===== config.mk =====
export PLATFORM = sky130hd
export DESIGN_NAME = cordic_sched
export DESIGN_NICKNAME = d
export VERILOG_FILES = /design/src/rtl/cordic_sched.sv
export SDC_FILE = /design/constraint.sdc
export NUM_CORES = 1
export LEC_CHECK = 0
export CORE_ASPECT_RATIO = 0.7
export CORE_MARGIN = 10
export CORE_UTILIZATION = 41
export DETAILED_ROUTE_END_ITERATION = 8
export GPL_TIMING_DRIVEN = 0
export HOLD_SLACK_MARGIN = 0.02
export PLACE_DENSITY_LB_ADDON = 0.1
export SLEW_MARGIN = 20
export SYNTH_ARGS = -nofsm -noshare
export SYNTH_HDL_FRONTEND = slang
export SYNTH_SLANG_ARGS = --single-unit
export TNS_END_PERCENT = 100

===== constraint.sdc =====
create_clock -name clk -period 2.3 [get_ports clk]
set_input_delay 0.46 -clock clk [delete_from_list [all_inputs] [get_ports clk]]
set_output_delay 0.46 -clock clk [all_outputs]
set_load 0.02 [all_outputs]

===== src/rtl/cordic_sched.sv =====
// cordic_sched: shares one CORDIC vectoring engine between two requesters.
// Round-robin on ties, one job in flight, and a saturating WAIT timeout.
module cordic_sched #(
   parameter int unsigned DATA_W  = 16,
   parameter int unsigned ANGLE_W = 9,
   parameter int unsigned TIMEOUT = 64
) (
   input  logic                     clk,
   input  logic                     rst,
   input  logic                     req0,
   input  logic                     req1,
   input  logic signed [DATA_W-1:0] x0,
   input  logic signed [DATA_W-1:0] y0,
   input  logic signed [DATA_W-1:0] x1,
   input  logic signed [DATA_W-1:0] y1,
   output logic                     ack0,
   output logic                     ack1,
   output logic [ANGLE_W-1:0]       angle0,
   output logic [ANGLE_W-1:0]       angle1,
   output logic                     err0,
   output logic                     err1,
   output logic signed [DATA_W-1:0] cx,
   output logic signed [DATA_W-1:0] cy,
   output logic                     cstart,
   input  logic [ANGLE_W-1:0]       cangle,
   input  logic                     cfinished,
   output logic                     busy
);

   localparam int unsigned      CNT_W    = $clog2(TIMEOUT) + 1;
   localparam logic [CNT_W-1:0] CNT_LAST = CNT_W'(TIMEOUT - 1);
   localparam logic [CNT_W-1:0] CNT_SAT  = {CNT_W{1'b1}};

   typedef enum logic [1:0] {
      S_IDLE   = 2'd0,
      S_LAUNCH = 2'd1,
      S_WAIT   = 2'd2,
      S_DONE   = 2'd3
   } state_t;

   state_t                     state_q;
   logic                       grant_q;
   logic                       last_q;
   logic [CNT_W-1:0]           cnt_q;
   logic [CNT_W-1:0]           cnt_d;
   logic                       pick_d;
   logic                       any_req_d;
   logic                       expired_d;
   logic                       ack0_q;
   logic                       ack1_q;
   logic                       err0_q;
   logic                       err1_q;
   logic                       cstart_q;
   logic                       busy_q;
   logic [ANGLE_W-1:0]         angle0_q;
   logic [ANGLE_W-1:0]         angle1_q;
   logic signed [DATA_W-1:0]   cx_q;
   logic signed [DATA_W-1:0]   cy_q;

   // Grant choice (tie goes to the requester not served last), saturating count, expiry
   always_comb begin
      any_req_d = req0 | req1;
      pick_d    = req1 & (~req0 | ~last_q);
      cnt_d     = (cnt_q == CNT_SAT) ? cnt_q : cnt_q + CNT_W'(1);
      expired_d = (cnt_q >= CNT_LAST);
   end

   // Scheduler FSM with all outputs registered
   always_ff @(posedge clk) begin
      if (rst) begin
         state_q  <= S_IDLE;
         grant_q  <= 1'b0;
         last_q   <= 1'b1;
         cnt_q    <= '0;
         ack0_q   <= 1'b0;
         ack1_q   <= 1'b0;
         err0_q   <= 1'b0;
         err1_q   <= 1'b0;
         cstart_q <= 1'b0;
         busy_q   <= 1'b0;
         angle0_q <= '0;
         angle1_q <= '0;
         cx_q     <= '0;
         cy_q     <= '0;
      end else begin
         cstart_q <= 1'b0;
         ack0_q   <= 1'b0;
         ack1_q   <= 1'b0;
         case (state_q)
            S_IDLE: begin
               if (any_req_d) begin
                  grant_q  <= pick_d;
                  last_q   <= pick_d;
                  cx_q     <= pick_d ? x1 : x0;
                  cy_q     <= pick_d ? y1 : y0;
                  cstart_q <= 1'b1;
                  busy_q   <= 1'b1;
                  state_q  <= S_LAUNCH;
               end
            end
            S_LAUNCH: begin
               cnt_q   <= '0;
               state_q <= S_WAIT;
            end
            S_WAIT: begin
               if (cfinished) begin
                  // Completion wins over a coincident timeout
                  if (grant_q) begin
                     ack1_q   <= 1'b1;
                     err1_q   <= 1'b0;
                     angle1_q <= cangle;
                  end else begin
                     ack0_q   <= 1'b1;
                     err0_q   <= 1'b0;
                     angle0_q <= cangle;
                  end
                  state_q <= S_DONE;
               end else if (expired_d) begin
                  // Abort: flag error, keep the previous angle
                  if (grant_q) begin
                     ack1_q <= 1'b1;
                     err1_q <= 1'b1;
                  end else begin
                     ack0_q <= 1'b1;
                     err0_q <= 1'b1;
                  end
                  state_q <= S_DONE;
               end else begin
                  cnt_q <= cnt_d;
               end
            end
            S_DONE: begin
               busy_q  <= 1'b0;
               state_q <= S_IDLE;
            end
            default: begin
               busy_q  <= 1'b0;
               state_q <= S_IDLE;
            end
         endcase
      end
   end

   assign ack0   = ack0_q;
   assign ack1   = ack1_q;
   assign err0   = err0_q;
   assign err1   = err1_q;
   assign angle0 = angle0_q;
   assign angle1 = angle1_q;
   assign cx     = cx_q;
   assign cy     = cy_q;
   assign cstart = cstart_q;
   assign busy   = busy_q;

endmodule


==> flow_metrics.py <==
metrics = {
    "logic_synthesis": {
        "synth_top_flop_cell": "dfxtp_1",
        "ys_ff_latch": 67,
        "synth_nets": 387,
        "yosys.cell_types.count": 40,
        "async_flop_share_pct": 0,
        "synthCells": 303,
        "synth_edf_count": 0,
        "ys_seq_area_share_pct": 47.5,
        "avgSynthCellArea_um2": 9.33,
        "yosys_warnings": 0,
        "syn-cell-area_um2": 2830,
    },
    "floorplan": {
        "core_um2": 6730,
        "fp.dieW_um": 119,
        "die_area_um2": 10700,
        "start_util_pct": 42.0,
        "fp.dieH_um": 89.5,
        "ios": 134,
        "rows": 25,
    },
    "sta": {
        "hold_viol": 0,
        "min_period_over_period_pct": 85.9,
        "hold-worst-slack_ns": 0.457,
        "tns_ns": 0,
        "tightest_slew_ns": 0.504,
        "setup-violations-final": 0,
        "rsz0062_at_grt": "no",
        "min_period_ns": 1.97,
        "relSlewSlack_pct": 66.4,
        "slew_viol_final": 0,
        "fin_skew_ns": 0.00743,
        "fmax_mhz": 506,
    },
    "clock_tree": {
        "clock_sinks": 67,
        "clk_pin_slew_worst_paths_ns": 0.08,
        "ctsResizeCount": 0,
        "cts_hold_buf": 0,
        "cts_setup_buffers": 0,
        "clock_latency_ns": 0.34,
        "h-tree-depth": 3,
        "cts_tree": "built",
        "root_buffer": "clkbuf_8",
        "cts_buffers": 9,
        "cts_max_path_buffers": 2,
    },
    "worst_setup_path": {
        "worst-path-buf-inv": 2,
        "worstPathCellList": "inv_1 -> ha_1 -> buf_4 -> nor3b_1 -> o21ai_0 -> a31o_2",
        "arrival_ns": 2.21,
        "worstPathRequired_ns": 2.54,
        "max_stage_delay_ns": 0.44,
        "start_kind": "flip-flop",
        "cp_top_family": "compound AO/OA/AOI/OAI gates",
        "worstSetupEndpointType": "flip-flop",
        "path_max_fanout": 10,
        "critical_path.slowest_cell": "nor3b_1",
        "critical_path_class": "flip-flop to flip-flop",
    },
    "place": {
        "dpl_cell_area_um2": 4280,
        "hpwl_um": 7040,
        "gp_congestion": 0.721,
        "numPortBuffers": 133,
    },
    "final_layout": {
        "drive_above_1_share_pct": 6.64,
        "fin_nets": 531,
        "fin_area_um2": 4500,
        "diodes": 0,
        "post-route-util_pct": 66.9,
        "area_growth_syn_to_layout_pct": 59.3,
    },
    "route": {
        "drcViolationCount": 0,
        "ant_nets": 0,
        "wl_per_cell_um": 16.5,
        "num_vias": 2733,
        "drt_wl_total_um": 9030,
        "drt_iter0_drc": 136,
        "vias_per_cell": 5.01,
        "firstDrtPassIters": 4,
    },
    "global_routing": {
        "grt_pass1_wl_um": 14500,
        "grt_use_total_pct": 17.1,
        "antenna_found_initial": 0,
        "grt_start_max_net_pins": 13,
        "grt_pass1_vias": 2813,
        "grt-ovfl-total": 0,
    },
    "flow_run": {
        "drv_cap": 0,
    },
    "run_status": {
        "status": "complete, no violations",
    },
    "min_path": {
        "holdCritPathClass": "flip-flop to flip-flop",
    },
    "power": {
        "powerDensity_nw_per_um2": 988,
        "peakVddDrop_mv": 0.461,
        "power_w": 0.00445,
        "power_leakage_nw": 1.74,
    },
}
==> final cells by class <==
class	instances	area, µm²
Fill cell	572	2220
Multi-Input combinational cell	210	1370
Sequential cell	67	1340
Timing Repair Buffer	133	1330
Clock buffer	10	138
Tap cell	94	118
Buffer	22	101
Clock inverter	6	88.8
Inverter	4	15.0
==> cells in the mapped netlist, types with 4 or more instances <==
master,instances,area share (%)
dfxtp_1,67,47
a21oi_1,45,8.0
mux2i_1,42,15
o21ai_0,37,6.6
nand2_1,22,2.9
clkbuf_1,15,2.0
nor2_1,15,2.0
nand3_1,7,1.2
ha_1,6,2.7
buf_4,4,1.1
inv_1,4,0.53
==> final timing paths <==
| path | startpoint | to | slack, ns | cells after the start |
|---|---|---|---|---|
| worst max-delay path | state_q[0] | cnt_q[0] | 0.33 | 6 |
| worst min-delay path | angle1[3] | angle1[3] | 0.46 | 2 |
| worst max register to register | state_q[0] | cnt_q[0] | 0.33 | 6 |
| worst min register to register | angle1[3] | angle1[3] | 0.46 | 2 |
==> where the power goes <==
group          internal, W  switching, W  total [W]
logic             0.000807      0.000969    0.00178
clock network     0.000639      0.000467    0.00111
registers          0.00142      0.000139    0.00156
total              0.00287       0.00158    0.00445
==> metal layers <==
| layer | part of all wire, % | vias to the layer above | GRT usage (%) |
|---|---|---|---|
| met4 | 0.95 | 0 | 4.53 |
| met1 | 44 | 1270 | 19.3 |
| met2 | 47 | 81 | 28.4 |
| li1 | - | 1376 | - |
| met5 | 0 | - | 0 |
| met3 | 8.1 | 6 | 8.39 |
==> registers in the layout, summed over array words and instances, names as in the netlist <==
register  flops
ack0          1
ack1          1
angle0        9
angle1        9
busy          1
cnt_q         7
cstart        1
cx           16
cy           16
err0          1
err1          1
grant_q       1
last_q        1
state_q       2
==> cells in the final DEF (no fill, tap or decap), types with 3 or more instances in the layout <==
cell	instances
o21ai_0	37
clkdlybuf4s50_1	133
nand2_1	22
buf_2	3
mux2i_1	42
nor2_1	15
ha_1	6
clkbuf_8	10
buf_4	4
and3_1	3
a211oi_1	3
dfxtp_1	67
nand3_1	7
a21oi_1	45
clkbuf_1	15
nor3b_1	3
inv_1	4
==> stage by stage <==
| step | std cells | setup WS [ns] |
|---|---|---|
| global placement | 530 | 0.160 |
| CTS | 546 | 0.339 |
| finish | 546 | 0.325 |
| detailed placement | 530 | 0.154 |
| floorplan | 303 | 0.674 |
| global route | 546 | 0.139 |
==> kinds of logic after synthesis <==
group,Yosys count,synth area share [%]
and+or+nand+nor,64,11.6
buffers and inverters,26,4.12
AOI/OAI and AO/OA,98,19.3
adders and majority gates,6,2.66
muxes,42,14.9
DFF,67,47.5
==> worst register-to-register path: cells and delay by family (launching register included) <==
family,cells,cell delay [ns]
simple gates,1,0.44
flops,1,0.35
compound gates,2,0.59
buf+inv,2,0.32
fa+ha+maj,1,0.19
Note: power is estimated with default switching activity, not from simulation.
